`src/rtl/rv32i_trace_pkg.sv`:
```
// Shared types and constants for the rv32i retirement-trace collector.
// Record layout, flag bit positions and class-filter masks live here.
package rv32i_trace_pkg;

    localparam int REC_SEQ_W = 32;
    localparam int REC_W     = 233;

    localparam int FLAG_REG_WRITE = 0;
    localparam int FLAG_MEM_WRITE = 1;
    localparam int FLAG_MEM_READ  = 2;
    localparam int FLAG_BRANCH    = 3;
    localparam int FLAG_JAL       = 4;
    localparam int FLAG_JALR      = 5;

    localparam logic [2:0] FILT_REG = 3'b001;
    localparam logic [2:0] FILT_MEM = 3'b010;
    localparam logic [2:0] FILT_CF  = 3'b100;

    // The reserved MSB pad keeps the record at the full width consumers expect.
    typedef struct packed {
        logic [29:0]          rsvd;
        logic [REC_SEQ_W-1:0] seq;
        logic [31:0]          pc;
        logic [31:0]          instruction;
        logic [4:0]           rd_addr;
        logic [31:0]          wb_data;
        logic [31:0]          mem_addr;
        logic [31:0]          mem_wdata;
        logic [5:0]           flags;
    } trace_rec_t;

endpackage

```
`src/rtl/rv32i_trace_fifo.sv`:
```
// Generic first-word-fall-through synchronous FIFO with occupancy output.
// Full/empty come from the level counter; the pointers simply wrap.
module rv32i_trace_fifo #(
    parameter int  DEPTH = 16,
    parameter type T     = logic [31:0]
) (
    input  logic                   clk,
    input  logic                   arst_n,
    input  logic                   clear,
    input  logic                   push,
    input  T                       wdata,
    input  logic                   pop,
    output T                       rdata,
    output logic                   valid,
    output logic [$clog2(DEPTH):0] level
);

    localparam int AW = $clog2(DEPTH);
    localparam logic [AW:0] FULL = (AW+1)'(DEPTH);

    T               mem [DEPTH];
    logic [AW-1:0]  wr_ptr;
    logic [AW-1:0]  rd_ptr;
    logic           do_push;
    logic           do_pop;

    assign valid   = (level != '0);
    assign do_pop  = pop & valid;
    assign do_push = push & ((level != FULL) | do_pop);
    assign rdata   = valid ? mem[rd_ptr] : '0;

    always_ff @(posedge clk) begin
        if (do_push && !clear) begin
            mem[wr_ptr] <= wdata;
        end
    end

    always_ff @(posedge clk) begin
        if (!arst_n || clear) begin
            wr_ptr <= '0;
            rd_ptr <= '0;
            level  <= '0;
        end else begin
            if (do_push) wr_ptr <= wr_ptr + AW'(1);
            if (do_pop)  rd_ptr <= rd_ptr + AW'(1);
            if (do_push && !do_pop)      level <= level + (AW+1)'(1);
            else if (!do_push && do_pop) level <= level - (AW+1)'(1);
        end
    end

endmodule

```
`src/rtl/rv32i_trace_capture.sv`:
```
// Retirement-trace collector: qualifies, stamps and filters retiring
// instructions, buffers them in an FWFT FIFO and counts overflow drops.
module rv32i_trace_capture
    import rv32i_trace_pkg::*;
#(
    parameter int DEPTH      = 16,
    parameter int HIGH_WATER = 12,
    parameter int SEQ_W      = 32,
    parameter int OVF_W      = 16
) (
    input  logic                   clk,
    input  logic                   arst_n,
    input  logic                   in_valid,
    input  logic [31:0]            pc_out,
    input  logic [31:0]            instruction,
    input  logic [4:0]             rd_addr,
    input  logic [31:0]            wb_data,
    input  logic                   reg_write,
    input  logic                   mem_write,
    input  logic                   mem_read,
    input  logic [31:0]            mem_addr,
    input  logic [31:0]            mem_wdata,
    input  logic                   branch_taken,
    input  logic                   jal,
    input  logic                   jalr,
    input  logic                   trace_en,
    input  logic [2:0]             filter_mask,
    input  logic                   clear,
    output logic                   tr_valid,
    input  logic                   tr_ready,
    output trace_rec_t             tr_rec,
    output logic [$clog2(DEPTH):0] level,
    output logic [OVF_W-1:0]       ovf_cnt,
    output logic                   halt_req
);

    localparam int LW = $clog2(DEPTH) + 1;
    localparam logic [LW-1:0] FULL = LW'(DEPTH);
    localparam logic [LW-1:0] HW   = LW'(HIGH_WATER);

    logic [SEQ_W-1:0] seq_q;
    logic [2:0]       rec_class;
    logic             cap;
    logic             pop;
    logic             push;
    logic             ovf;
    logic [LW-1:0]    level_next;
    trace_rec_t       rec;

    always_comb begin
        rec_class = {branch_taken | jal | jalr, mem_read | mem_write, reg_write};
        cap  = in_valid & trace_en & ((filter_mask == 3'b000) | (|(filter_mask & rec_class)));
        pop  = tr_valid & tr_ready;
        push = cap & ((level != FULL) | pop);
        ovf  = cap & (level == FULL) & ~pop;

        rec             = '0;
        rec.seq         = REC_SEQ_W'(seq_q);
        rec.pc          = pc_out;
        rec.instruction = instruction;
        rec.rd_addr     = reg_write ? rd_addr : 5'd0;
        rec.wb_data     = wb_data;
        rec.mem_addr    = mem_addr;
        rec.mem_wdata   = mem_wdata;
        rec.flags       = {jalr, jal, branch_taken, mem_read, mem_write, reg_write};

        level_next = level;
        if (push && !pop)      level_next = level + LW'(1);
        else if (!push && pop) level_next = level - LW'(1);
    end

    // Sequence advances on every retirement, including filtered, dropped and cleared ones.
    always_ff @(posedge clk) begin
        if (!arst_n) begin
            seq_q <= '0;
        end else if (in_valid) begin
            seq_q <= seq_q + SEQ_W'(1);
        end
    end

    always_ff @(posedge clk) begin
        if (!arst_n || clear) begin
            ovf_cnt  <= '0;
            halt_req <= 1'b0;
        end else begin
            if (ovf && (ovf_cnt != '1)) ovf_cnt <= ovf_cnt + OVF_W'(1);
            halt_req <= (level_next >= HW);
        end
    end

    rv32i_trace_fifo #(
        .DEPTH (DEPTH),
        .T     (trace_rec_t)
    ) u_fifo (
        .clk    (clk),
        .arst_n (arst_n),
        .clear  (clear),
        .push   (push),
        .wdata  (rec),
        .pop    (pop),
        .rdata  (tr_rec),
        .valid  (tr_valid),
        .level  (level)
    );

endmodule

```
`config.mk`:
```
export PLATFORM = sky130hd
export DESIGN_NAME = rv32i_trace_capture
export DESIGN_NICKNAME = d
export VERILOG_FILES = /design/src/rtl/rv32i_trace_pkg.sv /design/src/rtl/rv32i_trace_fifo.sv /design/src/rtl/rv32i_trace_capture.sv
export SDC_FILE = /design/constraint.sdc
export NUM_CORES = 2
export LEC_CHECK = 0
export BUFFER_PORTS_ARGS = -buffer_cell sky130_fd_sc_hd__clkbuf_2
export CORE_ASPECT_RATIO = 0.6
export CORE_MARGIN = 4
export CORE_UTILIZATION = 61
export DETAILED_ROUTE_END_ITERATION = 6
export GPL_ROUTABILITY_DRIVEN = 1
export GPL_TIMING_DRIVEN = 0
export PLACE_DENSITY = 0.89
export SYNTH_ARGS = -nofsm -noshare
export SYNTH_HDL_FRONTEND = slang
export SYNTH_SLANG_ARGS = --single-unit
```
`constraint.sdc`:
```
create_clock -name clk -period 13.7 [get_ports clk]
set_clock_uncertainty 0.2 [all_clocks]
set_input_delay 1.37 -clock clk [delete_from_list [all_inputs] [get_ports clk]]
set_output_delay 1.37 -clock clk [all_outputs]
set_load 0.02 [all_outputs]
```
* Word-level counts from Yosys, hierarchy flattened
Memory sizes are Yosys's and may differ from the RTL's. A register that Yosys moved wholly into a read port is not among the register bits.
Cells that the tools add are included.
** Storage, ports and cells
- Flip-flop bits (word level) :: 62
- RAM bits :: 3248
- Input bits :: 180
- Output and inout bits :: 256
- Word-level logic and storage cells :: 60
- Memories :: 1
** Memory list
- u_fifo.mem :: depth 16, width 203, read ports 1, clocked after memory_dff 1, wr ports 1, line rv32i_trace_fifo.sv:21 : T mem [DEPTH];
** Operators by class
- Add/sub/neg operators :: 6
- Order comparisons :: 1
- Eq/ne operators :: 3
- Muxes and demuxes :: 10
- Bitwise operators :: 16
- Reductions and logical operators :: 17
** Operator list (number)
- $mux W233 :: 1
- $add A32 B1 Y32 const B :: 1
- $mux W5 :: 5
- $add A16 B1 Y16 const B :: 1
- $ne A16 B16 Y1 const B :: 1
- $add A4 B1 Y4 const B :: 2
- $and A1 B1 Y1 :: 8
- $mux W4 :: 2
- $logic_and A1 B1 Y1 :: 6
- $logic_not A1 Y1 :: 6
- $or A1 B1 Y1 :: 6
- $add A5 B1 Y5 const B :: 1
- $eq A5 B5 Y1 const B :: 1
- $ge A5 B4 Y1 const B :: 1
- $ne A5 B5 Y1 const B :: 1
- $reduce_bool A5 Y1 :: 1
- $sub A5 B1 Y5 const B :: 1
- $and A3 B3 Y3 :: 1
- $logic_not A3 Y1 :: 1
- $reduce_or A3 Y1 :: 1
- $mux W1 :: 2
- $reduce_bool A2 Y1 :: 1
- $logic_or A1 B1 Y1 :: 1
- $not A1 Y1 :: 1

* Longest topological paths before layout
- Depth after elaboration :: 12
- Gate-level depth with buffers :: 10
- Mapped depth without buffers :: 10

* Cells and area by module
Synthesis repeated with hierarchy kept, for this count alone.
** Second synthesis, totals
- Cells, all modules :: 6082
- Area total of the unflattened synthesis :: 144571.2 µm²
** By module, submodules not included
- rv32i_trace_fifo :: instances 1, cells each 5790, area each 141967.4 µm², seq. area each 112287.7 µm²
- rv32i_trace_capture :: instances 1, cells each 292, area each 2603.7 µm², seq. area each 980.9 µm²

* Worst setup path before layout
OpenSTA, ideal clock, no wires.
- Kind :: input -> register
- Start point :: in filter_mask[0]
- End point :: mem u_fifo.mem[3][0] (netlist name) (enable)
- Setup time :: 770 ps
- Arrival time :: 10998 ps
- Data required time :: 12730 ps
- Setup slack :: 1733 ps
- Stages :: 6
- Buffers on the path :: 1
- Path through :: or3_1 -> nand4_1 -> nand2_1 -> or2_2 -> clkbuf_1 -> nor2_1
** Between the ends
- Cells in the longest elaborated chain, start to end :: 9
- Elaborated cells on any way between the ends :: 10
- Those cells by class :: mux (2); bitwise (5); reduce/logical (3)
** RTL lines
- start, declared :: line rv32i_trace_capture.sv:27 : input logic [2:0] filter_mask,
- $and A3 B3 Y3 :: line rv32i_trace_capture.sv:52 : cap = in_valid & trace_en & ((filter_mask == 3'b000) | (|(filter_mask & rec_class)));
- $reduce_or A3 Y1 :: line rv32i_trace_capture.sv:52
- $or A1 B1 Y1 * :: line rv32i_trace_capture.sv:52
- $and A1 B1 Y1 * :: line rv32i_trace_capture.sv:52
- $and A1 B1 Y1 * :: line rv32i_trace_capture.sv:54 : push = cap & ((level != FULL) | pop);
- $and A1 B1 Y1 * :: line rv32i_trace_fifo.sv:29 : assign do_push = push & ((level != FULL) | do_pop);
- $logic_and A1 B1 Y1 * :: line rv32i_trace_fifo.sv:33 : if (do_push && !clear) begin
- $mux W1 * :: line rv32i_trace_fifo.sv:33
- $mux W1 (implied by the code) * :: line rv32i_trace_fifo.sv:34 : mem[wr_ptr] <= wdata;
- end, declared :: line rv32i_trace_fifo.sv:21
Every way passes the cells marked *; elsewhere a longest branch is shown, timed or not.

==> metrics.md <==
| Metric | Value |
|---|---|
| Status | `complete, but fails checks` |
| Failing checks | `DRC, capacitance limit, slew limit` |
| Post-Place Cells | `8501` |
| Post-Route Utilization | `70.3%` |
| Starting Density | `roughly three fifths` |
| Compound-Gate Fraction of Synth Area | `less than 1%` |
| Post-layout min period | `6900 ps` |
| Flops & latches, synth | `3314` |
| Number of buffers and inverters on the critical path | `4` |
| Yosys warns | `0` |
| Syn Area/Cell | `24.5 µm²` |
| 1st-pass router iterations | `7` |
| DR vias | `67.5k` |
| Htree depth | `5` |
| Final worst slack | `6800 ps` |
| CTS Root Cell | `clkbuf_16` |
| CP peak stage delay | `1220 ps` |
| FF-to-FF path depth | `9` |
| Fin crit share | `50.4%` |
| Share of cells above drive strength 1 | `between 30% and 40%` |
| DRC Markers | `119` |
| Post-Synth XOR/XNOR Area | `0.208%` |
| CP max stage cell | `clkbuf_1` |
| Vias/cell | `7.44` |
| Sw frac | `22.8%` |
| Synth area leader | `edfxtp_1` |
| Number of I/O port buffers | `a little over 400` |
| Worst path arrival time | `5330 ps` |
| MaxCap Viol Count | `2` |
| Pleak | `about 45 nW` |
| Post-cts repair resize count | `0` |
| Main combinational cell family by area after synthesis | `multiplexers` |
| Ys async rst share | `0%` |
| Synth Instances | `5154` |
| Synth cell types | `49` |
| GRT overflow | `0` |
| Most used DFF post-synth | `edfxtp_1` |
| Peak Freq | `145 MHz` |
| Global-route wire length before repair | `531000 µm` |
| Clk pwr share | `39.7%` |
| Layout net count | `just over 6k` |
| Setup CP Type | `reg2out` |
| Clock-pin transition on the worst setup and hold timing paths | `70 ps` |
| Worst r2r src | `u_fifo.level[0]` |
| Area grow syn2layout | `14.6%` |
| Largest net degree at the start of global routing | `25` |
| Clk buf depth | `4` |
| Actual slew at the worst max-slew pin | `1630 ps` |
| Top Ports | `436` |
| Cell mode on critical path | `mux4_2` |
| Logic pwr share | `7.0%` |
| Antenna violations before repair | `77` |
| Final WL | `between 300000 and 400000 µm` |
| Final Non-Filler Cells | `9075` |
| Setup TNS | `0 ps` |
| Finished Cell Area | `145000 µm²` |
| HP Class | `reg2reg` |
| Top post-synthesis cells by area | `edfxtp_1 (77%), mux4_2 (18%), and2_1 (1.1%), dfxtp_1 (1.0%), buf_4 (0.42%)` |
| CP required | `between 10000 and 15000 ps` |
| CP max FO | `10` |
| Register-to-register path setup slack | `8460 ps` |
| All-Layer GR Usage | `35.4%` |
| Worst skew pair latency | `between 800 and 900 ps` |
| Power Total | `20.9 mW` |
| Postcts setup bufs | `0` |
| RSZ-0062 raised after global routing | `no` |
| DR iter-0 viols | `13.5k` |
| CTS tree | `done` |
| Post-synth top cells | `edfxtp_1 (3248), mux4_2 (1015), and2_1 (229), clkbuf_1 (131), buf_4 (70)` |
| Simple-gate share of the synthesized area | `1.89%` |
| Worst rel slew slack | `-8.74%` |
| Post-synth top area share | `77.1%` |
| EDFF count, synth | `3248` |
| P_int | `16.1 mW` |
| NetSw | `4.76 mW` |
| Hpwl dp | `216000 µm` |
| Num Clock Sinks | `3314` |
| Setup violations, final | `0` |
| Worst setup path endpoint | `tr_rec[42]` |
| Die area | `215000 µm²` |
| Number of global-route vias before repair | `between 60k and 70k` |
| Power share of the sequential group | `a little over half` |
| Wire length per cell | `41.8 µm` |
| Cell Area, Synth | `approximately 130000 µm²` |
| Num rows | `129` |
| Die Wd | `596 µm` |
| R2R Path End | `u_fifo.mem[5][94]` |
| Register area share after synthesis | `78.1%` |
| Synthesized-area fraction occupied by adder cells | `0.0989%` |
| Hold Slack | `335 ps` |
| Core area | `206000 µm²` |
| Multiplexer area fraction after synthesis | `18.1%` |
| CTS Hold Buffers Added | `0` |
| Critical path depth | `7` |
| Hold Vio Cnt, Final | `0` |
| Dpl cell area | `136000 µm²` |
| Endpoint class of the critical path | `primary output` |
| PwrDens | `144 nW/µm²` |
| Final ANT Viol Nets | `0` |
| Crit path max-delay family | `buffers and inverters` |
| Most numerous cell in the Yosys netlist | `edfxtp_1` |
| DP Worst Slack | `7790 ps` |
| Die Height | `361 µm` |
| Startpoint types | `register` |
| Clock buffer count from CTS | `294` |
| VDD IR max | `0.113 mV` |
| Crit-path cells | `buf_2 > clkbuf_1 > buf_1 > mux4_2 > mux4_2 > and2_1 > clkbuf_2` |
| Final number of max-transition violations | `22` |
| Gpl congestion | `between 0.8 and 0.9` |
-- tightest hold or removal path, delay by kind of cell, from the launching register on --
kind | cells | cell delay [ps]
DFF | 1 | 350
AOI/OAI and AO/OA | 2 | 140
-- worst min path at each step --
| stage | startpoint | to | slack, ps | depth (start not counted) |
|---|---|---|---|---|
| floorplan | u_fifo.rd_ptr[3] | register | 260 | 2 |
| global placement | ovf_cnt[4] | ovf_cnt[4] | 270 | 2 |
| detailed placement | u_fifo.rd_ptr[3] | register | 290 | 2 |
| CTS | ovf_cnt[4] | ovf_cnt[4] | 320 | 2 |
| global route | ovf_cnt[4] | ovf_cnt[4] | 370 | 2 |
| finish | ovf_cnt[11] | ovf_cnt[11] | 330 | 2 |
-- layout make-up --
cell class	count	area [µm²]
repair buffers	567	5440
clock inverters	141	1330
multi-input cells	1565	26400
plain buffers	294	1480
well taps	2751	3440
fillers	10900	61100
inverters	10	37.5
diodes	62	155
clock buffers	371	7870
flip-flops and latches	3314	98900
-- cells in the final DEF, fill, tap and decap left out, drive strengths merged, types with 19 or more instances in the layout --
cell    count
diode      62
conb       30
xnor2      20
nor2       33
clkinv     97
a21oi      21
buf       326
inv        23
nand3      23
dfxtp      66
clkbuf    906
edfxtp   3248
mux4     1015
bufinv     22
nand2      39
and2      229
nand4      19
-- state kept, by name, summed over array words and instances, names as in the netlist, named ones only --
register and flops:
seq_q 32, ovf_cnt 16, halt_req 1, u_fifo.mem 3248, u_fifo.level 5, u_fifo.rd_ptr 4
u_fifo.wr_ptr 4
-- power by group through the flow --
stage               sequential [mW]  clock (mW)  combinational (mW)
floorplan                      11.4           0               0.763
global placement               11.4           0                1.32
detailed placement             11.4           0                1.39
CTS                            11.1        8.29                1.44
global route                   11.1        8.78                1.51
finish                         11.1        8.29                1.45
-- logic make-up after synthesis --
group | count (synthesis)
AO/OA/AOI/OAI | 62
XOR/XNOR | 30
adder cells (fa/ha/maj) | 10
buffers and inverters | 304
flip-flops | 3314
multiplexers | 1024
other | 1
AND/OR/NAND/NOR | 409
-- routing by layer --
metal  track usage (%)  routed length [µm]
met2              54.7              182000
met4              19.1               24500
met1              46.8              120000
met3              9.76               52900
met5                 0                 152
No activity file was read; power rests on OpenSTA's default activity.
